--- config.mk ---
export PLATFORM = sky130hd
export DESIGN_NAME = d_hazard_ctrl_flat
export DESIGN_NICKNAME = d
export VERILOG_FILES = /design/src/rtl/d_hazard_ctrl_if.sv /design/src/rtl/d_hazard_ctrl.sv /design/src/flat_wrapper.sv
export SDC_FILE = /design/constraint.sdc
export NUM_CORES = 1
export LEC_CHECK = 0
export BUFFER_PORTS_ARGS = -buffer_cell sky130_fd_sc_hd__clkbuf_2
export CORE_UTILIZATION = 49
export DETAILED_ROUTE_END_ITERATION = 6
export GPL_ROUTABILITY_DRIVEN = 0
export HOLD_SLACK_MARGIN = 0.1
export PLACE_DENSITY = 0.75
export RECOVER_POWER = 25
export SLEW_MARGIN = 10
export SYNTH_ARGS = -nofsm -noshare
export SYNTH_HDL_FRONTEND = slang
export SYNTH_SLANG_ARGS = --single-unit
--- constraint.sdc ---
create_clock -name clk -period 2.6 [get_ports clk]
set_input_delay 0.26 -clock clk [delete_from_list [all_inputs] [get_ports clk]]
set_output_delay 0.26 -clock clk [all_outputs]
set_load 0.03 [all_outputs]
--- src/rtl/d_hazard_ctrl_if.sv ---
// rtl/d_hazard_ctrl_if.sv - D-stage hazard controller bundle: decoded D fields in, stall/forward selects out
interface d_hazard_ctrl_if;
   logic [4:0] D_rs_addr;
   logic [4:0] D_rt_addr;
   logic [1:0] D_Tuse_rs;
   logic [1:0] D_Tuse_rt;
   logic [4:0] D_A3;
   logic [1:0] D_Tnew;
   logic [1:0] D_md_op;
   logic       D_md_use;
   logic       stall;
   logic       E_clr;
   logic [2:0] s_D_rs_data;
   logic [2:0] s_D_rt_data;
   logic       md_busy;

   modport master (
      output D_rs_addr, D_rt_addr, D_Tuse_rs, D_Tuse_rt, D_A3, D_Tnew, D_md_op, D_md_use,
      input  stall, E_clr, s_D_rs_data, s_D_rt_data, md_busy
   );

   modport slave (
      input  D_rs_addr, D_rt_addr, D_Tuse_rs, D_Tuse_rt, D_A3, D_Tnew, D_md_op, D_md_use,
      output stall, E_clr, s_D_rs_data, s_D_rt_data, md_busy
   );
endinterface

--- src/rtl/d_hazard_ctrl.sv ---
// rtl/d_hazard_ctrl.sv - D-stage hazard/forwarding control with E/M/W shadow scoreboard and mult/div busy counter
module d_hazard_ctrl #(
   parameter int MULT_CYC = 5,
   parameter int DIV_CYC  = 10
) (
   input logic            clk,
   input logic            reset,
   d_hazard_ctrl_if.slave hz
);
   localparam logic [2:0] SEL_O   = 3'b000;
   localparam logic [2:0] SEL_E   = 3'b001;
   localparam logic [2:0] SEL_M   = 3'b010;
   localparam logic [2:0] SEL_W   = 3'b011;
   localparam logic [3:0] MULT_LD = 4'(MULT_CYC);
   localparam logic [3:0] DIV_LD  = 4'(DIV_CYC);

   logic [4:0] e_a3_q, e_a3_d, m_a3_q, m_a3_d, w_a3_q, w_a3_d;
   logic [1:0] e_tnew_q, e_tnew_d, m_tnew_q, m_tnew_d, w_tnew_q, w_tnew_d;
   logic [1:0] e_md_op_q, e_md_op_d;
   logic [3:0] cnt_q, cnt_d;
   logic       stall_rs, stall_rt, md_busy, stall;
   logic [2:0] sel_rs, sel_rt;

   // Returns {stall, select}; only the youngest matching producer is considered.
   function automatic logic [3:0] fwd_one(
      input logic [4:0] addr,
      input logic [1:0] tuse,
      input logic [4:0] e_a3,
      input logic [1:0] e_tnew,
      input logic [4:0] m_a3,
      input logic [1:0] m_tnew,
      input logic [4:0] w_a3,
      input logic [1:0] w_tnew
   );
      logic       hit;
      logic [1:0] tnew;
      logic [2:0] sel;
      hit  = 1'b1;
      tnew = 2'd0;
      sel  = SEL_O;
      if (tuse == 2'd3 || addr == 5'd0) begin
         hit = 1'b0;
      end else if (e_a3 == addr) begin
         tnew = e_tnew;
         sel  = SEL_E;
      end else if (m_a3 == addr) begin
         tnew = m_tnew;
         sel  = SEL_M;
      end else if (w_a3 == addr) begin
         tnew = w_tnew;
         sel  = SEL_W;
      end else begin
         hit = 1'b0;
      end
      if (!hit)              fwd_one = {1'b0, SEL_O};
      else if (tnew == 2'd0) fwd_one = {1'b0, sel};
      else if (tnew > tuse)  fwd_one = {1'b1, SEL_O};
      else                   fwd_one = {1'b0, SEL_O};
   endfunction

   function automatic logic [1:0] dec_sat(input logic [1:0] v);
      dec_sat = (v == 2'd0) ? 2'd0 : v - 2'd1;
   endfunction

   always_comb begin
      {stall_rs, sel_rs} = fwd_one(hz.D_rs_addr, hz.D_Tuse_rs, e_a3_q, e_tnew_q,
                                   m_a3_q, m_tnew_q, w_a3_q, w_tnew_q);
      {stall_rt, sel_rt} = fwd_one(hz.D_rt_addr, hz.D_Tuse_rt, e_a3_q, e_tnew_q,
                                   m_a3_q, m_tnew_q, w_a3_q, w_tnew_q);
      md_busy = (e_md_op_q == 2'b01) || (e_md_op_q == 2'b10) || (cnt_q != 4'd0);
      stall   = stall_rs | stall_rt | (hz.D_md_use & md_busy);

      if (stall) begin
         e_a3_d    = 5'd0;
         e_tnew_d  = 2'd0;
         e_md_op_d = 2'b00;
      end else begin
         e_a3_d    = hz.D_A3;
         e_tnew_d  = hz.D_Tnew;
         e_md_op_d = hz.D_md_op;
      end
      m_a3_d   = e_a3_q;
      m_tnew_d = dec_sat(e_tnew_q);
      w_a3_d   = m_a3_q;
      w_tnew_d = dec_sat(m_tnew_q);

      // The counter starts as the op leaves E, so busy covers E plus CYC more cycles.
      if (e_md_op_q == 2'b01)      cnt_d = MULT_LD;
      else if (e_md_op_q == 2'b10) cnt_d = DIV_LD;
      else if (cnt_q != 4'd0)      cnt_d = cnt_q - 4'd1;
      else                         cnt_d = cnt_q;
   end

   always_ff @(posedge clk) begin
      if (reset) begin
         e_a3_q    <= 5'd0;
         e_tnew_q  <= 2'd0;
         e_md_op_q <= 2'b00;
         m_a3_q    <= 5'd0;
         m_tnew_q  <= 2'd0;
         w_a3_q    <= 5'd0;
         w_tnew_q  <= 2'd0;
         cnt_q     <= 4'd0;
      end else begin
         e_a3_q    <= e_a3_d;
         e_tnew_q  <= e_tnew_d;
         e_md_op_q <= e_md_op_d;
         m_a3_q    <= m_a3_d;
         m_tnew_q  <= m_tnew_d;
         w_a3_q    <= w_a3_d;
         w_tnew_q  <= w_tnew_d;
         cnt_q     <= cnt_d;
      end
   end

   assign hz.stall       = stall;
   assign hz.E_clr       = stall;
   assign hz.s_D_rs_data = sel_rs;
   assign hz.s_D_rt_data = sel_rt;
   assign hz.md_busy     = md_busy;
endmodule
--- src/flat_wrapper.sv ---
// flat-port wrapper written by rule: the top's interface ports become plain ports
module d_hazard_ctrl_flat 
#(
   parameter int MULT_CYC = 5,
   parameter int DIV_CYC  = 10
)
  (clk, reset, hz_D_rs_addr, hz_D_rt_addr, hz_D_Tuse_rs, hz_D_Tuse_rt, hz_D_A3, hz_D_Tnew, hz_D_md_op, hz_D_md_use, hz_stall, hz_E_clr, hz_s_D_rs_data, hz_s_D_rt_data, hz_md_busy);
  d_hazard_ctrl_if hz_i ();
  input logic clk;
  input logic reset;
  input wire logic [$bits(hz_i.D_rs_addr)-1:0] hz_D_rs_addr;
  input wire logic [$bits(hz_i.D_rt_addr)-1:0] hz_D_rt_addr;
  input wire logic [$bits(hz_i.D_Tuse_rs)-1:0] hz_D_Tuse_rs;
  input wire logic [$bits(hz_i.D_Tuse_rt)-1:0] hz_D_Tuse_rt;
  input wire logic [$bits(hz_i.D_A3)-1:0] hz_D_A3;
  input wire logic [$bits(hz_i.D_Tnew)-1:0] hz_D_Tnew;
  input wire logic [$bits(hz_i.D_md_op)-1:0] hz_D_md_op;
  input wire logic [$bits(hz_i.D_md_use)-1:0] hz_D_md_use;
  output wire logic [$bits(hz_i.stall)-1:0] hz_stall;
  output wire logic [$bits(hz_i.E_clr)-1:0] hz_E_clr;
  output wire logic [$bits(hz_i.s_D_rs_data)-1:0] hz_s_D_rs_data;
  output wire logic [$bits(hz_i.s_D_rt_data)-1:0] hz_s_D_rt_data;
  output wire logic [$bits(hz_i.md_busy)-1:0] hz_md_busy;
  assign hz_i.D_rs_addr = hz_D_rs_addr;
  assign hz_i.D_rt_addr = hz_D_rt_addr;
  assign hz_i.D_Tuse_rs = hz_D_Tuse_rs;
  assign hz_i.D_Tuse_rt = hz_D_Tuse_rt;
  assign hz_i.D_A3 = hz_D_A3;
  assign hz_i.D_Tnew = hz_D_Tnew;
  assign hz_i.D_md_op = hz_D_md_op;
  assign hz_i.D_md_use = hz_D_md_use;
  assign hz_stall = hz_i.stall;
  assign hz_E_clr = hz_i.E_clr;
  assign hz_s_D_rs_data = hz_i.s_D_rs_data;
  assign hz_s_D_rt_data = hz_i.s_D_rt_data;
  assign hz_md_busy = hz_i.md_busy;
  d_hazard_ctrl #(.MULT_CYC(MULT_CYC), .DIV_CYC(DIV_CYC)) u_core (.clk(clk), .reset(reset), .hz(hz_i));
endmodule
==> results.md <==
- The number of iterations in the first detailed-routing pass is 4.
- The endpoint of the worst-slack reg-to-reg timing path is u_core.e_a3_q[0].
- Of the available clock period, the critical path in the final layout requires 130.1%.
- The critical path contains buffers and inverters numbering 4 combined.
- The met3 layer usage reported by global route is 3.992%.
- The stage delay of the slowest cell on the critical path is 0.37 ns.
- The startpoint kind of the worst setup timing path is a register.
- The maximum vdd ir drop is 0.5613 mV.
- After synthesis, the netlist uses 40 different library cells.
- The final hold slack is 0.1196 ns.
- TritonCTS built the clock tree.
- The via count of the first global-routing pass is 1,746.
- A synthesized cell averages 8.671 sq um.
- The count of standard-cell rows is 21.
- In this run the power density over the cells is 589.3 mW/mm^2.
- The combinational fraction of design power is 52.1%.
- The number of synthesized register bits is 27.
- Of the post-synthesis cell area, the dominant cell type holds 31.01%.
- Setup repair after global routing could not meet its margin everywhere.
- The aggregate negative setup slack is -4.564 ns.
- The first global-routing pass estimated 7928 um of wire.
- The number of antenna violations at the first check in global routing is 0.
- In the synthesized netlist the async set-or-reset flop fraction comes to 0%.
- Timing would allow up to 0.2956 GHz.
- For this configuration, the core starts out at a cell density of 51.82%.
- At the worst endpoint, the required time is 2.34 ns.
- The sequential power share is 34.5%.
- The category of the worst setup path capture point is an output pin.
- The number of cells on the critical path is 14.
- The startpoint of the most critical register-to-register path is u_core.m_a3_q[3].
- In this run the worst path has a maximum fanout of 2.
- The internal power component is 0.9166 mW.
- The transition time of the tightest slew-check pin is 0.5580 ns.
- The most prevalent standard cell on the critical path is buf_4.
- The vertical die dimension is 61.64 um.
- The core region is 0.003363 sq mm.
- The filler cell count is 211.
- The fraction of met1 tracks used by global routing is 35.14%.
- After clock tree synthesis, the clock-pin slew on the worst setup and hold paths is 0.17 ns.
- Of the total power, the clock network draws 13.4%.
- The smallest clock period supported by the final layout is computed as 3.383 ns.
- Entering global routing, the biggest net connects 28 pins.
- The standard cell area after detailed placement is 0.002200 sq mm.
- The number of enable-type register cells in the synthesized netlist is 0.
- The synthesized cell area is 0.001743 sq mm.
- The routed design has 6538 um of wire.
- The top flip-flop cell by instance count after synthesis is dfxtp_1.
- The max-capacitance violation count is 0.
- The slowest stage of the critical path is the dfxtp_2 cell.
- The per-cell routed wire length is 20.06 um.
- The final total power is 1.587 mW.
- The final layout contains 317 nets.
- Setup violations remaining at the end of the flow were counted as 15.
- The count of port buffers added during placement is 32.
- The largest total area in the synthesized netlist belongs to dfxtp_1.
- Measured against its own limit, the worst slew margin works out to 62.80%.
- Summed over all cells, the static leakage comes to 1.143 nW.
- The share of layout cells above drive strength 1 is 53.57%.
- The post-route DRC violation count is 0.
- The final reports fail on setup timing.
- From left edge to right edge, the die measures 61.64 um.
- The violation count after the first detailed-route iteration is 144.
- The die outline area is 0.003799 sq mm.
- Across the whole layout, storage elements account for 564.3 sq um.
- The clock net in this run drives a total of 27 sinks.
- In this run the count of I/O pins placed on the die edge is 35.
- The register-to-register setup slack is -0.33 ns.
- The startpoint-to-endpoint class of the critical path is reg2out.
- The clock latency reported for the late side of the worst-skew pair is 0.35 ns.
- In this run the remaining antenna-violating nets after routing total 0.
- The most critical setup path has its startpoint at u_core.m_a3_q[3].
- Relative to the synthesized area, the layout overhead comes to 54.56%.
- The root buffer cell chosen for the clock tree is clkbuf_4.
- Traced cell by cell, the critical path runs through buf_4 -> xor2_2 -> nor3_2 -> buf_4 -> and3_4 -> o31ai_2 -> inv_1 -> ha_4 -> nor2b_4 -> o21ai_2 -> a311o_2 -> a21oi_4 -> or3_4 -> buf_8.
- The count of cells along the worst register-to-register path is 14.
- For met2 alone, demand over resource in global routing was 51.00%.
- The part of the Yosys area used for sequential elements is 31.01%.
- For the worst setup path, the data arrival time is 3.12 ns.
- The most heavily used metal layer in global routing is met2.
- The finished cells cover 0.002694 sq mm.
- In this run switching power makes up 42.26% of total power.
- The half-perimeter wire length after placement is 3326 um.
- After layout, the worst setup slack is -0.7829 ns.
- The overall via count from detail_route is 1,934.
- The clock passes through at most 2 buffers.
- The worst min-delay path class is in2reg.
- The number of H-tree levels is 1.
- 0 antenna diodes ended up in the layout.
- The combined area of the multi-input logic cells is 0.001400 sq mm.
- Ranked by total cell area, the synthesized netlist is headed by dfxtp_1 (31%), xnor2_1 (8.5%), xor2_1 (7.5%), ha_1 (7.2%), nor2b_1 (4.3%).
- The number of clock buffers added by TritonCTS is 3.
- Synthesis produced a netlist whose cell count is 201.
- The final clock skew is 0.003464 ns.
- For this run, the total global-route usage over all layers was measured as 29.10%.
- At the placement stage, the worst setup path has a slack of -0.3999 ns.
- The Yosys step of the flow raised 0 warnings.
- The run finished, with violations left.
- Grouping stages by cell kind, the critical path spends the most delay in compound AO/OA/AOI/OAI gates.
- The post-detailed-route via-to-cell ratio is 5.933.
- The net switching power is 0.6708 mW.
- The most critical setup path has its endpoint at hz_E_clr.
- The remaining global-route overflow is 0.
- The final count of pins violating max slew came to 0.
- The final count of hold timing violations is 0.
==> synth_stat cells, types with 3 or more instances <==
master / number
a211oi_1: 4
dfxtp_1: 27
nor4_1: 9
inv_1: 12
nor3_1: 10
nor3_2: 3
nor2_1: 10
nand3b_1: 4
xnor2_1: 17
a311o_2: 3
nand3_1: 9
ha_1: 10
nand2_1: 11
nor2b_1: 12
clkbuf_1: 3
xor2_1: 15
nand2b_1: 11
buf_4: 3
==> cell usage in the layout (no fill, tap or decap), types with 7 or more instances in the layout <==
cell      count
buf_4        45
clkbuf_2     26
dfxtp_1      14
inv_1        11
nand2b_1     11
nor2b_1      11
nand2_1      10
nor3_1       10
dfxtp_2      10
xnor2_2       9
xor2_1        8
nor2_1        8
xnor2_1       8
ha_1          8
xor2_2        7
nand3_1       7
==> worst reg2reg max path, stage by stage, from the launching register on <==
cell	delay, ns
dfxtp_2	0.37
buf_4	0.12
xor2_2	0.19
nor3_2	0.09
buf_4	0.15
and3_4	0.16
o31ai_2	0.28
inv_1	0.12
ha_4	0.29
nor2b_4	0.14
o21ai_2	0.05
a311o_2	0.37
a21oi_4	0.15
buf_4	0.23
nor4_1	0.10
==> worst min-delay path by stage <==
stage / start / cells past startpoint / slack (ns) / to
6_report: hz_D_md_op[0] / 3 / 0.12 / u_core.e_md_op_q[0]
5_1_grt: hz_D_A3[3] / 3 / 0.13 / u_core.e_a3_q[3]
4_1_cts: hz_D_A3[2] / 3 / 0.12 / u_core.e_a3_q[2]
3_5_place_dp: hz_D_md_op[0] / 3 / 0.49 / u_core.e_md_op_q[0]
3_3_place_gp: u_core.e_tnew_q[0] / 1 / 0.47 / u_core.m_tnew_q[0]
2_1_floorplan: hz_D_A3[0] / 2 / 0.39 / u_core.e_a3_q[0]
==> cell type report <==
class	count	share of cell area, %
Multi-Input combinational cell	156	51.97
Timing Repair Buffer	81	22.11
Sequential cell	27	20.95
Tap cell	46	2.137
Inverter	12	1.672
Clock buffer	3	0.8360
Clock inverter	1	0.3251
==> metal layers <==
metal,share of wire [%],up-vias
met1,37,932
met4,6.2,0
met2,51,119
li1,-,841
met5,0,-
met3,6.1,42
==> power by group through the flow <==
| stage | Sequential (mW) | Clock [mW] | Combinational [mW] |
|---|---|---|---|
| final | 0.548 | 0.212 | 0.827 |
| after global routing | 0.550 | 0.226 | 0.880 |
| after CTS | 0.531 | 0.203 | 0.675 |
| after detailed placement | 0.540 | 0 | 0.596 |
| after global placement | 0.539 | 0 | 0.581 |
| after floorplan | 0.523 | 0 | 0.433 |
==> registers in the layout (all words and copies together) (netlist names) <==
name              flops
u_core.e_a3_q         5
u_core.m_a3_q         5
u_core.w_a3_q         5
u_core.cnt_q          4
u_core.e_md_op_q      2
u_core.e_tnew_q       2
u_core.m_tnew_q       2
u_core.w_tnew_q       2
==> stage by stage <==
step                      std cells  utilization (%)
final                           326            80.10
after detailed placement        307            65.40
after floorplan                 202                -
after CTS                       323            74.29
after global placement          307            65.40
after global routing            326            80.10
==> repair_timing <==
item	4_1_cts	5_1_grt
pin swaps	14	19
buffers inserted	13	6
endpoints found under the setup margin	13	15
resized for setup	37	41
hold buffers	0	0
cloned	1	0
==> kinds of logic after synthesis <==
kind of cell | Yosys count | synth area share (%)
simple gates | 89 | 28.86
xor+xnor | 32 | 16.08
flops | 27 | 31.01
compound gates | 22 | 11.34
buf+inv | 19 | 4.737
fa+ha+maj | 10 | 7.179
other cells | 1 | 0.2152
mux | 1 | 0.5743
(Power assumes the default switching activity.)
